## config.mk

```make
export PLATFORM = sky130hd
export DESIGN_NAME = xm23_clock_ctrl
export DESIGN_NICKNAME = d
export VERILOG_FILES = /design/src/rtl/xm23_clock_ctrl.sv
export SDC_FILE = /design/constraint.sdc
export NUM_CORES = 1
export LEC_CHECK = 0
export ABC_AREA = 1
export BUFFER_PORTS_ARGS = -buffer_cell sky130_fd_sc_hd__buf_2
export CAP_MARGIN = 20
export CORE_MARGIN = 4
export CORE_UTILIZATION = 45
export CTS_CLUSTER_DIAMETER = 100
export CTS_CLUSTER_SIZE = 12
export DETAILED_ROUTE_END_ITERATION = 8
export GPL_TIMING_DRIVEN = 0
export MAX_ROUTING_LAYER = met4
export SYNTH_ARGS = -nofsm -noshare
export SYNTH_HDL_FRONTEND = slang
export SYNTH_SLANG_ARGS = --single-unit
```

## constraint.sdc

```tcl
create_clock -name clk_in -period 3 [get_ports clk_in]
set_input_delay 0.3 -clock clk_in [delete_from_list [all_inputs] [get_ports clk_in]]
set_output_delay 0.3 -clock clk_in [all_outputs]
set_load 0.01 [all_outputs]
```

## src/rtl/xm23_clock_ctrl.sv

```systemverilog
// XM23 clock and run control: programmable clock divider with HALT/RUN/STEP
// sequencing, sleep-driven halting, heartbeat LED and tick counter.
module xm23_clock_ctrl #(
  parameter int unsigned DIV_W     = 32,
  parameter int unsigned DIV_RESET = 1,
  parameter bit          START_RUN = 1'b1,
  parameter int unsigned LED_DIV   = 8,
  parameter int unsigned CYC_W     = 32
) (
  input  logic             clk_in,
  input  logic             reset,
  input  logic             run,
  input  logic             step,
  input  logic             halt_req,
  input  logic             div_wr,
  input  logic [DIV_W-1:0] div_val,
  output logic             clk_out,
  output logic             tick,
  output logic             led,
  output logic [1:0]       state,
  output logic [CYC_W-1:0] cycle_count
);

  localparam int unsigned LED_W = (LED_DIV > 1) ? $clog2(LED_DIV) : 1;
  localparam logic [DIV_W-1:0] DIV_INIT = (DIV_RESET == 0) ? DIV_W'(1) : DIV_W'(DIV_RESET);
  localparam logic [LED_W-1:0] LED_LAST = LED_W'(LED_DIV - 1);

  typedef enum logic [1:0] {
    HALT = 2'd0,
    RUN  = 2'd1,
    STEP = 2'd2
  } state_t;

  localparam state_t STATE_INIT = START_RUN ? RUN : HALT;

  state_t           st;
  logic [DIV_W-1:0] cnt;
  logic [DIV_W-1:0] div;
  logic [DIV_W-1:0] div_pend;
  logic             pend_v;
  logic             step_q;
  logic [LED_W-1:0] led_cnt;

  logic active;
  logic boundary;
  logic step_rise;

  assign active    = (st == RUN) || (st == STEP);
  assign boundary  = active && (cnt == div - DIV_W'(1));
  assign step_rise = step & ~step_q;
  assign state     = st;

  // Divider, run-control FSM and counters; halting only ever happens on a
  // falling boundary, so clk_out is guaranteed low in HALT.
  always_ff @(posedge clk_in) begin
    if (reset) begin
      st          <= STATE_INIT;
      cnt         <= '0;
      div         <= DIV_INIT;
      div_pend    <= DIV_INIT;
      pend_v      <= 1'b0;
      clk_out     <= 1'b0;
      tick        <= 1'b0;
      step_q      <= 1'b1;
      led_cnt     <= '0;
      led         <= 1'b0;
      cycle_count <= '0;
    end else begin
      step_q <= step;
      tick   <= boundary && !clk_out;

      if (boundary) begin
        cnt     <= '0;
        clk_out <= ~clk_out;
      end else if (active) begin
        cnt <= cnt + DIV_W'(1);
      end else begin
        cnt <= '0;
      end

      if (boundary && !clk_out) begin
        cycle_count <= cycle_count + CYC_W'(1);
        if (led_cnt == LED_LAST) begin
          led_cnt <= '0;
          led     <= ~led;
        end else begin
          led_cnt <= led_cnt + LED_W'(1);
        end
      end

      // A new write in the same cycle as an application re-arms the pending slot.
      if (pend_v && (boundary || st == HALT)) begin
        div    <= div_pend;
        pend_v <= 1'b0;
      end
      if (div_wr) begin
        div_pend <= (div_val == '0) ? DIV_W'(1) : div_val;
        pend_v   <= 1'b1;
      end

      case (st)
        HALT: begin
          if (run && !halt_req) st <= RUN;
          else if (step_rise)   st <= STEP;
        end
        RUN: begin
          if (boundary && clk_out && (!run || halt_req)) st <= HALT;
        end
        STEP: begin
          if (boundary && clk_out) st <= HALT;
        end
        default: st <= HALT;
      endcase
    end
  end

endmodule

```

# Word-level counts from Yosys, hierarchy flattened
# Index checks and enable logic that the tools add are counted.
dict set report word_totals {
  register_bits 138
  output_inout_bits 37
  wordCells 54
}
dict set report op_classes {
  n_addsub 4
  n_eq_ne 7
  muxes 9
  bitwise_logic 5
  n_reduce_logical 18
}
# operator n
set op_table {}
lappend op_table {{$add 32x1->32 const B} 2}
lappend op_table {{$eq 32x32->1} 1}
lappend op_table {{$logic_not 32->1} 1}
lappend op_table {{$mux 32} 1}
lappend op_table {{$sub 32x1->32 const B} 1}
lappend op_table {{$mux 2} 4}
lappend op_table {{$logic_and 1x1->1} 6}
lappend op_table {{$pmux 2 s3} 1}
lappend op_table {{$ne 2x1->1 const B} 2}
lappend op_table {{$not 1->1} 4}
lappend op_table {{$add 3x1->3 const B} 1}
lappend op_table {{$eq 3x3->1 const B} 1}
lappend op_table {{$logic_not 1->1} 3}
lappend op_table {{$logic_or 1x1->1} 3}
lappend op_table {{$mux 3} 1}
lappend op_table {{$ne 3x2->1 const B} 1}
lappend op_table {{$reduce_and 3->1} 1}
lappend op_table {{$reduce_or 3->1} 1}
lappend op_table {{$eq 2x1->1 const B} 1}
lappend op_table {{$eq 2x2->1 const B} 1}
lappend op_table {{$logic_not 2->1} 1}
lappend op_table {{$mux 1} 2}
lappend op_table {{$reduce_and 2->1} 1}
lappend op_table {{$reduce_bool 2->1} 1}
lappend op_table {{$and 1x1->1} 1}

# Depth between registers and ports, before layout
dict set report logic_depth {
  ltp_word 7
  ltp_mapped 21
}

# Least setup slack after synthesis
# No wires, ideal clock.
dict set report synth_timing {
  path_type {register to register}
  startpoint {register st[0] (netlist: state[0])}
  endpoint {register div[19]}
  t_arrival_ns 2.202
  t_required_ns 2.887
  slack_ns 0.685
  stages_incl_launch_ff 20
  n_path_buf 2
  synth_period_minus_slack_ns 2.315
  path_cell_list {dfxtp_1 inv_1 ha_1 nand2_1 nor2_1 nand2_1 nor2_1 nand3_1 nor2_1 nand2_1 nor2_1 nand3_1 nor2_4 nand2_2 nand2_2 nand2_2 buf_6 buf_6 o21ai_1 nor2_1}
}
dict set report synth_via {
  elab_chain_cells 5
  word_cells_on_any_way 7
}
# element line
set synth_rtl {}
lappend synth_rtl {{from (decl)} 36} ;# state_t st;
lappend synth_rtl {{from (signal assigned)} 57} ;# st <= STATE_INIT;
lappend synth_rtl {{from (signal assigned)} 103} ;# if (run && !halt_req) st <= RUN;
lappend synth_rtl {{from (signal assigned)} 104} ;# else if (step_rise) st <= STEP;
lappend synth_rtl {{$eq 2x1->1 / $eq 2x2->1 (equally long branches)} 48} ;# assign active = (st == RUN) || (st == STEP);
lappend synth_rtl {{$logic_or 1x1->1} 48}
lappend synth_rtl {{$logic_and 1x1->1} 49} ;# assign boundary = active && (cnt == div - DIV_W'(1));
lappend synth_rtl {{$logic_or 1x1->1 *} 92} ;# if (pend_v && (boundary || st == HALT)) begin
lappend synth_rtl {{$logic_and 1x1->1 *} 92}
lappend synth_rtl {{to (signal assigned)} 93} ;# div <= div_pend;
lappend synth_rtl {{to (decl)} 38} ;# logic [DIV_W-1:0] div;
# Mark *: on every way between the ends. The rest lies on a longest branch, timed or not.
# A chain may end at the register's enable or synchronous reset.

# Worst setup path after layout
dict set report layout_timing {
  startpoint {register div[0]}
  endpoint {register div[30]}
}
dict set report layout_via {
  elab_chain_cells 5
}
# element line
set layout_rtl {}
lappend layout_rtl {{$sub 32x1->32} 49}
lappend layout_rtl {{$eq 32x32->1} 49}
lappend layout_rtl {{$logic_and 1x1->1} 49}
lappend layout_rtl {{$logic_or 1x1->1} 92}
lappend layout_rtl {{$logic_and 1x1->1} 92}
# No other way between the ends.

==> results.md <==
- Die area: 0.0194 mm2
- # rows: 47
- Post-synth ARST share: 0%
- Fin. Hold Viols: 0
- Synth Cell Area: 0.00777 mm2
- CTS tree: done
- Clock Sinks: 138
- Share of power burned in registers: 28.1%
- Worst slew margin: 49.8%
- Gr usage total: 22.3%
- Worst r2r path cells: 20
- VDD IR max: 0.000568 V
- DP Cell Count: 1465
- Setup repair after global routing missed its margin: yes
- Fin crit period: 2790 ps
- R2r startpoint: div[0]
- Clock network power share: 23.3%
- Inserted Clock Buffers: 17
- Fillers: 1752
- CTS root buffer: clkbuf_16
- Design area: 0.00904 mm2
- Largest net degree at the start of global routing: 17
- Switch share: 45.4%
- Combinational cell fraction of total power: 48.6%
- Avg Inst Size Synth: 6.63 um2
- Post-synthesis sequential area ratio: 35.5%
- Syn nets: 1219
- DRC: 0
- DRT iter0 DRCs: 522
- Antenna-violating nets left: 0
- Number of antenna diodes: 0
- Yosys cell types: 43
- Vias/cell: 5.04
- DP HPWL: 17000 um
- Die Wd: 139 um
- WL per Instance: 14.3 um
- RR Endpoint: div[30]
- Clk_lat worst skew: 430 ps
- Gr ovfl total: 0
- Startpoint Class: flip-flop
- Placement Cell Area: 0.00841 mm2
- Final Max Slew Viols: 0
- WS Path Type: flip-flop to flip-flop
- Hold slack: 74.2 ps
- Global-route wire length before repair: 34200 um
- Synth-to-Final Area Change: 16.4%
- Vias: 7560
- GP Congestion: 0.921
- Skew final: 12.2 ps
- Final Util: 54.0%
- Design internal power: 4560 uW
- HP Class: primary input to flip-flop
- Setup crit end: div[30]
- CP Max Fanout: 10
- Drt total wl: 21500 um
- Worst setup EP type: flip-flop
- H-tree depth reported by CTS: 4
- Die Height: 139 um
- Worst-Margin Slew: 746 ps
- Power Density: 924 mW/mm2
- Fmax: 358 MHz
- Core footprint: 0.0168 mm2
- Period utilisation layout: 93.1%
- Post-Syn Instances: 1173
- Pleak: 0.00398 uW
- Finish-stage setup viols: 0
- First drt pass iteration count: 5
- CP required: 3330 ps
- Psw: 3800 uW
- CP arrival: 3120 ps
- Clock tree buffer depth: 2
- Initial antenna violation count: 0
- Final WS setup: 208 ps
- Count of non-filler cells in the finished layout: 1500
- Vias in the first global route: 6635
- Synth Flop Type: dfxtp_1
- Starting Density: 46.4%
- Status: completed
- R2R Setup Slk: 210 ps
- Port bufs: 72
- Number of max-cap violations: 0
- Synthesis Warnings: 0
- Layout cells sized above 1: 12.9%
- CTS clk-pin slew, worst paths: 60 ps
- I/O pin total: 75
- Post-layout net count: 1314
- Crit. Startpoint: div[0]
- Post-synth EDFFs: 0
- Placement Setup Slack: -17.4 ps
- Synthesized flop and latch total: 138
==> worst max-delay path: stages, from the launching register on <==
cell	delay, ps
dfxtp_1	350
inv_2	110
ha_2	210
nand2_2	120
nor2_4	140
buf_6	150
nand2_4	80
nor2_1	110
nand2_1	110
nand3_1	120
nand2_1	60
inv_1	50
nand3_1	110
nor2_4	230
nand2_2	130
nand2_2	80
nand2_2	80
buf_6	150
buf_6	140
o21ai_1	110
nor2_1	50
==> cell usage after synthesis, drive strengths merged, types with 7 or more instances <==
cell,number,share of area (%)
nor3,32,2.2
nor2,204,11
inv,144,7.0
nand4,31,2.5
nor4,13,1.1
nand2,243,12
nor3b,7,0.68
o21ai,87,5.7
buf,11,1.1
dfxtp,138,36
nand3b,9,0.87
clkbuf,22,1.1
a21oi,81,5.2
nand3,67,4.5
xor2,40,4.5
ha,8,1.3
xnor2,15,1.7
==> cells by family (layout without fill, tap and decap cells) <==
group,after synthesis,in the layout,share of synthesized area (%)
AOI/OAI and AO/OA,179,179,12.0
xor gates and xnor gates,56,56,6.49
DFF,138,138,35.5
adders and majority gates,8,8,1.29
buffers and inverters,179,286,9.24
and+or+nand+nor,613,613,35.5
==> metrics by stage <==
step | TNS, ps | power [uW]
final | 0 | 8360
after global routing | -50.7 | 9010
after CTS | 0 | 8200
after detailed placement | -53.7 | 6230
after global placement | -15.9 | 6200
after floorplan | 0 | 5260
==> placed cells by master, fill, tap and decap left out, types with 3 or more instances in the layout <==
cell	count
buf_4	5
ha_1	7
nor2_4	9
nand4_1	31
nand3_1	64
nor2_1	186
nor3_1	30
nor3b_1	7
clkbuf_16	17
o21a_1	5
nand2_2	7
o21ai_1	25
and2_1	3
nor2_2	9
nand2_1	235
clkbuf_1	19
clkinv_2	3
a21oi_1	80
clkinvlp_4	3
nor4_1	12
dfxtp_1	138
o21ai_0	60
xnor2_1	15
buf_2	74
inv_1	141
nand3b_1	9
xor2_1	38
inv_6	4
buf_6	6
==> worst min path at each step <==
stage	slack, ps	startpoint	cells after the start	end
after floorplan	400	step	2	step_q
after global placement	470	led	1	led
after detailed placement	480	led	1	led
after CTS	60	step	3	step_q
after global routing	80	step	3	step_q
final	70	step	3	step_q
==> power groups by stage <==
stage	clock, uW	sequential, uW	combinational (uW)
finish	1940	2350	4060
global route	2050	2390	4570
CTS	1980	2350	3880
detailed placement	0	2390	3840
global placement	0	2380	3820
floorplan	0	2310	2950
==> sequential cells by signal, indices dropped and copies added, names as in the netlist <==
register	flops
cnt	32
cycle_count	32
div	32
div_pend	32
led_cnt	3
state	2
clk_out	1
led	1
pend_v	1
step_q	1
tick	1
==> final cells by class <==
type	count	area, um2	area share (%)
Tap cell	220	275	3.04
Inverter	146	551	6.09
Multi-Input combinational cell	856	4340	48.0
Clock inverter	12	90.1	0.996
Sequential cell	138	2760	30.5
Clock buffer	19	453	5.01
Buffer	33	185	2.05
Timing Repair Buffer	76	390	4.32
==> metal layers <==
layer / track usage, % / wire length (um)
met5: - / 0
met4: 4.69 / 155
met3: 4.56 / 1130
met2: 30.8 / 8850
met1: 33.6 / 11400
==> timing repair <==
item | 4_1_cts | 5_1_grt
gates resized for setup | 0 | 41
setup endpoints to repair | 10 | 74
hold buffers | 0 | 0
setup buffers | 1 | 3
pin swaps | 1 | 3
Note: power is estimated with default switching activity, not from simulation.
